## config.mk

```make
export PLATFORM = sky130hd
export DESIGN_NAME = arm_mc_ctrl_fsm
export DESIGN_NICKNAME = d
export VERILOG_FILES = /design/src/rtl/arm_ctrl_pkg.sv /design/src/rtl/arm_alu_dec.sv /design/src/rtl/arm_mc_ctrl_fsm.sv
export SDC_FILE = /design/constraint.sdc
export NUM_CORES = 1
export LEC_CHECK = 0
export ABC_AREA = 1
export BUFFER_PORTS_ARGS = -buffer_cell sky130_fd_sc_hd__buf_4
export CORE_MARGIN = 3
export CORE_UTILIZATION = 41
export CTS_CLUSTER_DIAMETER = 150
export DETAILED_ROUTE_END_ITERATION = 10
export GPL_TIMING_DRIVEN = 0
export HOLD_SLACK_MARGIN = 0.02
export PLACE_DENSITY = 0.77
export SLEW_MARGIN = 20
export SYNTH_ARGS = -nofsm -noshare
export SYNTH_HDL_FRONTEND = slang
export SYNTH_SLANG_ARGS = --single-unit
```

## constraint.sdc

```tcl
create_clock -name clk -period 1.45 [get_ports clk]
set_input_delay 0.2175 -clock clk [delete_from_list [all_inputs] [get_ports clk]]
set_output_delay 0.2175 -clock clk [all_outputs]
set_load 0.01 [all_outputs]
```

## src/rtl/arm_ctrl_pkg.sv

```systemverilog
// arm_ctrl_pkg: shared state encoding and datapath select codes for the multicycle ARM controller (HALT exists only with ARM_MC_UNDEF_TRAP_EN)
package arm_ctrl_pkg;

    typedef enum logic [3:0] {
        st_fetch  = 4'd0,
        st_decode = 4'd1,
        st_memadr = 4'd2,
        st_memrd  = 4'd3,
        st_memwb  = 4'd4,
        st_memwr  = 4'd5,
        st_execr  = 4'd6,
        st_execi  = 4'd7,
        st_aluwb  = 4'd8,
`ifdef ARM_MC_UNDEF_TRAP_EN
        st_branch = 4'd9,
        st_halt   = 4'd10
`else
        st_branch = 4'd9
`endif
    } state_t;

    localparam logic [1:0] ALU_ADD = 2'b00;
    localparam logic [1:0] ALU_SUB = 2'b01;
    localparam logic [1:0] ALU_AND = 2'b10;
    localparam logic [1:0] ALU_ORR = 2'b11;

    localparam logic [1:0] SRCB_REG  = 2'b00;
    localparam logic [1:0] SRCB_IMM  = 2'b01;
    localparam logic [1:0] SRCB_FOUR = 2'b10;

    localparam logic [1:0] RES_ALUOUT = 2'b00;
    localparam logic [1:0] RES_DATA   = 2'b01;
    localparam logic [1:0] RES_ALURES = 2'b10;

    localparam logic [1:0] OP_DP  = 2'b00;
    localparam logic [1:0] OP_MEM = 2'b01;
    localparam logic [1:0] OP_BR  = 2'b10;

endpackage

```

## src/rtl/arm_alu_dec.sv

```systemverilog
// arm_alu_dec: combinational data-processing decode of Funct into ALU op, raw flag-write enables and NoWrite
module arm_alu_dec
    import arm_ctrl_pkg::*;
(
    input  logic [5:0] funct,
    output logic [1:0] alu_control,
    output logic [1:0] flag_write,
    output logic       no_write
);

    logic [3:0] cmd;
    logic       s_bit, is_add, is_sub, is_and, is_orr, is_cmp, known;

    assign cmd    = funct[4:1];
    assign s_bit  = funct[0];
    assign is_add = cmd == 4'b0100;
    assign is_sub = cmd == 4'b0010;
    assign is_and = cmd == 4'b0000;
    assign is_orr = cmd == 4'b1100;
    assign is_cmp = cmd == 4'b1010;
    assign known  = is_add | is_sub | is_and | is_orr | is_cmp;

    // CMP shares the subtractor; unknown commands fall back to add and never write
    assign alu_control = is_sub | is_cmp ? ALU_SUB :
                         is_and          ? ALU_AND :
                         is_orr          ? ALU_ORR : ALU_ADD;
    assign no_write    = ~known | is_cmp;
    assign flag_write  = is_cmp ? 2'b11 :
                         ~known ? 2'b00 : {s_bit, s_bit & (is_add | is_sub)};

endmodule

```

## src/rtl/arm_mc_ctrl_fsm.sv

```systemverilog
// arm_mc_ctrl_fsm: multicycle ARM main FSM with ALU decode; ARM_MC_UNDEF_TRAP_EN turns Op=11 into a sticky HALT
module arm_mc_ctrl_fsm
    import arm_ctrl_pkg::*;
#(
    parameter bit FETCH_PC_INC = 1'b1
) (
    input  logic       clk,
    input  logic       reset_n,
    input  logic [1:0] Op,
    input  logic [5:0] Funct,
    input  logic [3:0] Rd,
    input  logic       CondEx,
    input  logic       mem_ready,
    output logic       IRWrite,
    output logic       AdrSrc,
    output logic       ALUSrcA,
    output logic [1:0] ALUSrcB,
    output logic [1:0] ResultSrc,
    output logic [1:0] ALUControl,
    output logic [1:0] FlagWrite,
    output logic       PCWrite,
    output logic       RegWrite,
    output logic       MemWrite,
    output logic       undef,
    output logic [3:0] state
);

`ifdef ARM_MC_UNDEF_TRAP_EN
    localparam state_t OP11_NEXT = st_halt;
`else
    localparam state_t OP11_NEXT = st_fetch;
`endif

    state_t     cur, nxt;
    logic [1:0] dec_alu, dec_flag;
    logic       no_write, rd15;

    assign rd15  = Rd == 4'd15;
    assign state = cur;

`ifdef ARM_MC_UNDEF_TRAP_EN
    assign undef = cur == st_halt;
`else
    assign undef = 1'b0;
`endif

    arm_alu_dec u_alu_dec (
        .funct       (Funct),
        .alu_control (dec_alu),
        .flag_write  (dec_flag),
        .no_write    (no_write)
    );

    // state register; reset aborts any instruction in flight
    always_ff @(posedge clk or negedge reset_n) begin
        if (!reset_n) cur <= st_fetch;
        else          cur <= nxt;
    end

    // next state and Moore outputs, with strobes gated by CondEx/mem_ready and held low in reset
    always_comb begin
        nxt        = cur;
        IRWrite    = 1'b0;
        AdrSrc     = 1'b0;
        ALUSrcA    = 1'b0;
        ALUSrcB    = SRCB_REG;
        ResultSrc  = RES_ALUOUT;
        ALUControl = ALU_ADD;
        FlagWrite  = 2'b00;
        PCWrite    = 1'b0;
        RegWrite   = 1'b0;
        MemWrite   = 1'b0;
        case (cur)
            st_fetch: begin
                ALUSrcA   = 1'b1;
                ALUSrcB   = SRCB_FOUR;
                ResultSrc = RES_ALURES;
                IRWrite   = mem_ready;
                PCWrite   = FETCH_PC_INC & mem_ready;
                nxt       = mem_ready ? st_decode : st_fetch;
            end
            st_decode: begin
                ALUSrcA   = 1'b1;
                ALUSrcB   = SRCB_FOUR;
                ResultSrc = RES_ALURES;
                nxt       = Op == OP_MEM ? st_memadr :
                            Op == OP_DP  ? (Funct[5] ? st_execi : st_execr) :
                            Op == OP_BR  ? st_branch : OP11_NEXT;
            end
            st_memadr: begin
                ALUSrcB = SRCB_IMM;
                nxt     = Funct[0] ? st_memrd : st_memwr;
            end
            st_memrd: begin
                AdrSrc = 1'b1;
                nxt    = mem_ready ? st_memwb : st_memrd;
            end
            st_memwb: begin
                ResultSrc = RES_DATA;
                RegWrite  = CondEx;
                PCWrite   = CondEx & rd15;
                nxt       = st_fetch;
            end
            st_memwr: begin
                AdrSrc   = 1'b1;
                MemWrite = CondEx & mem_ready;
                nxt      = mem_ready ? st_fetch : st_memwr;
            end
            st_execr: begin
                ALUControl = dec_alu;
                nxt        = st_aluwb;
            end
            st_execi: begin
                ALUSrcB    = SRCB_IMM;
                ALUControl = dec_alu;
                nxt        = st_aluwb;
            end
            st_aluwb: begin
                ALUControl = dec_alu;
                FlagWrite  = dec_flag;
                RegWrite   = CondEx & ~no_write;
                PCWrite    = CondEx & ~no_write & rd15;
                nxt        = st_fetch;
            end
            st_branch: begin
                ALUSrcB   = SRCB_IMM;
                ResultSrc = RES_ALURES;
                PCWrite   = CondEx;
                nxt       = st_fetch;
            end
`ifdef ARM_MC_UNDEF_TRAP_EN
            st_halt: nxt = st_halt;
`endif
            default: nxt = st_fetch;
        endcase
        if (!reset_n) begin
            IRWrite   = 1'b0;
            PCWrite   = 1'b0;
            RegWrite  = 1'b0;
            MemWrite  = 1'b0;
            FlagWrite = 2'b00;
        end
    end

endmodule

```

# [Word level (Yosys, flattened, before mapping)]
# Index checks and enable logic that the tools add are counted.
[totals] elab_cells=68 input_bits=16 out_inout_bits=19 register_bits=4
[classes] n_eq_ne=16 bitwise_logic=13 n_reduce_logical=9 n_mux=29
[ops] cell="4-bit one-hot mux with 6 select lines" n=1
[ops] cell="4-bit by 3-bit equality test with 1-bit output (second input constant)" n=5
[ops] cell="4-bit equality test (second input constant)" n=5
[ops] cell="2-bit 2-to-1 mux" n=8
[ops] cell="4-bit by 2-bit equality test with 1-bit output (second input constant)" n=3
[ops] cell="4-bit 2-to-1 mux" n=3
[ops] cell="1-bit 2-to-1 mux" n=10
[ops] cell="3-bit 2-to-1 mux" n=3
[ops] cell="3-bit OR reduction" n=3
[ops] cell="4-bit logical NOT" n=2
[ops] cell="2-bit one-hot mux with 2 select lines" n=2
[ops] cell="1-bit OR" n=6
[ops] cell="2-bit OR reduction" n=3
[ops] cell="1-bit bitwise AND" n=5
[ops] cell="4-bit by 1-bit equality test with 1-bit output (second input constant)" n=1
[ops] cell="1-bit one-hot mux with 4 select lines" n=1
[ops] cell="2-bit by 1-bit equality test with 1-bit output (second input constant)" n=1
[ops] cell="2-bit equality test (second input constant)" n=1
[ops] cell="2-bit logical NOT" n=1
[ops] cell="1-bit inverter" n=2
[ops] cell="1-bit one-hot mux with 2 select lines" n=1

# [Logic depth before layout (Yosys ltp)]
[depth] ltp_word=12 mapped_depth=10 mapped_depth_nobuf=9

# [Hierarchy]
# Synthesis repeated with hierarchy kept, for this count alone.
[hier_totals] cells_unflattened=95 area_unflattened_um2=529.3
[modules_own_cells] module="arm_mc_ctrl_fsm" area_per_inst_um2=421.7 cells_each=71 n_inst=1 seq_area_each_um2=100.1
[modules_own_cells] module="arm_alu_dec" area_per_inst_um2=107.6 cells_each=24 n_inst=1 seq_area_each_um2=0.0

# [Least setup slack after synthesis]
# Ideal clock, no wire load.
[synth_timing] kind="register to output" start="register cur[1] (netlist: state[1])" end="output PCWrite" t_required_ns=1.233 arrival_ns=1.213 n_path_buf=1 path_stages_with_launch=11 setup_slack_ns=0.019 path_cell_list="dfrtp_1 > buf_6 > clkinv_4 > nand2_8 > nor2_8 > nor2_2 > nor2_1 > nand2_1 > nand2_1 > nand2_1 > a21oi_2"
[synth_between] elab_chain_cells=3 word_cells_on_any_way=6 cone_classes="3 x eq/ne; 2 x mux; 1 x reduce/logical"
[synth_rtl] item="start: declaration" line="arm_mc_ctrl_fsm.sv:34" rtl="state_t cur, nxt;"
[synth_rtl] item="start signal: assignment" line="arm_mc_ctrl_fsm.sv:56" rtl="if (!reset_n) cur <= st_fetch;"
[synth_rtl] item="start signal: assignment" line="arm_mc_ctrl_fsm.sv:57" rtl="else cur <= nxt;"
[synth_rtl] item="4-bit equality test (tied with other cells)" line="arm_mc_ctrl_fsm.sv:73" rtl="case (cur)"
[synth_rtl] item="1-bit one-hot mux with 4 select lines *" line="arm_mc_ctrl_fsm.sv:73"
[synth_rtl] item="1-bit 2-to-1 mux *" line="arm_mc_ctrl_fsm.sv:136" rtl="if (!reset_n) begin"
[synth_rtl] item="end: declaration" line="arm_mc_ctrl_fsm.sv:21" rtl="output logic PCWrite,"
# Mark *: on every way between the ends. The rest lies on a longest branch, timed or not.

# [Worst setup path after layout]
# Same ends and word-level chain as after synthesis.

==> reports/qor.yml <==
logic_synthesis:
  ys_warn_count: 0
  syn_area_um2: 559
  synth_most_common_cell: "nand2_1"
  ys_top_cells_by_count: "nand2_1, inv_1, nor2_1, nand3_1"
  synth_area_leaders: "dfrtp_1, nand2_1, inv_1, nor2_1, nand3_1"
  syn_avg_cell_area_um2: 6.01
  synth_cells: 93
  yosys.cell_types.count: 24
  yosysTopAreaCell: "dfrtp_1"
  ys_ff_latch: 4
  synth_top_area_share_pct: 17.9
  synth_nets: 109
  synth_edf_count: 0
  ys.flop_type: "dfrtp_1"
  async_flop_share_pct: 100
  yosysSeqAreaShare_pct: 17.9
cells_and_area:
  drive_gt1_share_pct: 60.5
  stdcell_count: 161
  nets: 165
  areaGrowthSynthToFinish_pct: 98.4
  final_util_pct: 93.6
  diodes: 0
  largest_reg_flops: 4
  final_area_um2: 1110
sta:
  drv_slew: 0
  setup_viol: 18
  whs_ns: 0.153
  skew_ns: 0.00350
  timing.fmax_mhz: 508
  fin_crit_sh_pct: 136
  fin_ws_ns: -0.520
  fin_crit_ns: 1.97
  fin_setup_tns_ns: -4.65
  hold_viol: 0
  rsz0062_at_grt: "yes"
run_status:
  run_status: "finished, violations left"
  violations: "negative setup slack"
grt:
  grt_max_degree: 7
  grt_pass1_wl_mm: 3.22
  first_global_vias: 731
  grt_use_total_pct: 23.0
  antenna_found_initial: 0
  grt-ovfl-total: 0
pwr:
  powerDensity_nw_per_um2: 1670
  vdd_drop_max_uv: 1140
  power_mw: 1.85
  leakage_nw: 0.580
route:
  wl_met3_um: 408
  post_drt_wl_per_cell_um: 21.3
  wl_met2_mm: 1.53
  vias: 991
  avgViaCountPerCell: 6.16
  drt_first_pass_iters: 4
  drtIter0Drc: 71
  drc: 0
  drt-total-wl_mm: 3.43
  ant_nets: 0
  highest_layer: "met4"
  m1WireLength_mm: 1.24
clock_tree:
  path_clk_slew_ns: 0.05
  htreeDepth: 1
  cts_root_buf: "clkbuf_4"
  clk_path_buf_depth: 2
  cts.sinks: 4
  cts_tree: "built"
  clkLatencyLatePin_ns: 0.24
  cts_made_buffers: 3
hold_path:
  hold_path.class: "primary input to flip-flop"
place:
  dp_hpwl_mm: 1.32
  routabilityCongestion: 0.750
  place_inst: 140
  port_buffers: 33
  post-place-ws_ns: -0.0772
  place_area_um2: 825
die:
  die-area_um2: 1840
  die_w_um: 42.9
  die_height_um: 42.9
  rows: 12
  initial_utilization_pct: 47.2
  core_um2: 1190
  pin_count: 35
worst_setup_path:
  crit_arrival_ns: 1.75
  worst-setup-path-type: "flip-flop to output pin"
  end_kind: "output pin"
  path_max_fanout: 5
  start_kind: "flip-flop"
  required_ns: 1.23
job:
  maxCapViolCount: 0
-- report_power, final --
group,switching (mW),total [mW],internal [mW]
logic,0.814,1.49,0.672
registers,0.0616,0.214,0.152
clock network,0.0576,0.151,0.0934
-- cell usage in the layout (no fill, tap or decap) --
cell type,Yosys,routed
nand3_4,0,1
buf_4,1,43
o21ai_0,3,2
nor3_2,0,2
inv_1,16,11
o21ai_2,0,1
nor2_4,1,6
o22ai_1,1,1
nor2_1,14,7
nand4_1,3,3
o31ai_2,0,1
nand2_1,18,15
o211ai_1,3,3
clkbuf_4,0,3
a21oi_2,1,1
a21oi_1,4,4
o2111ai_1,1,1
nand2_8,1,1
dlygate4sd3_1,0,1
nand2_4,0,1
nand3_1,7,5
buf_6,1,9
nor2_8,1,1
inv_2,2,7
nor2_2,4,6
conb_1,1,1
nor3_1,3,1
nand2_2,1,3
dfrtp_2,0,1
dfrtp_1,4,3
nand3_2,0,1
inv_8,0,1
-- final timing paths --
path,start,end,slack [ns],depth (start not counted)
hold / removal,Op[0],state[2],0.15,2
setup reg to reg,state[2],state[1],-0.19,9
max in group asynchronous,reset_n,state[2],0.81,2
min in group asynchronous,reset_n,state[1],0.41,2
setup / recovery,state[1],PCWrite,-0.52,11
hold reg to reg,state[0],state[0],0.82,2
-- layer usage --
metal,global-route usage [%],vias up
li1,-,409
met1,26.3,439
met2,43.4,112
met3,4.24,31
met4,4.82,0
met5,0,-
-- repair_timing --
| item | in CTS | in global routing |
|---|---|---|
| setup buffers | 12 | 7 |
| hold buffers | 1 | 0 |
| hold endpoints to repair | 4 | 0 |
| setup endpoints to repair | 11 | 18 |
| gates resized for setup | 11 | 29 |
| pin swaps | 7 | 10 |
-- cells by family after synthesis --
kind of cell	synth area share (%)
other cells	0.670
simple gates	48.5
buf+inv	17.0
flops	17.9
compound gates	15.9
-- critical path, cell delays in order, from the launching register on --
cell     delay [ns]
dfrtp_1        0.40
buf_6          0.15
inv_8          0.06
nand2_8        0.06
nor2_4         0.11
nor2_2         0.07
nor2_1         0.15
nand2_1        0.09
nand2_1        0.06
nand2_1        0.08
a21oi_2        0.13
buf_4          0.13
-- layout make-up --
type,count,area [um^2]
buffer,2,18.8
fill,42,76.3
timing repair buffer,51,415
sequential,4,101
multi-input combinational,68,455
inverter,19,78.8
tap,14,17.5
clock buffer,3,22.5
Power figures use the tool's default switching activity.
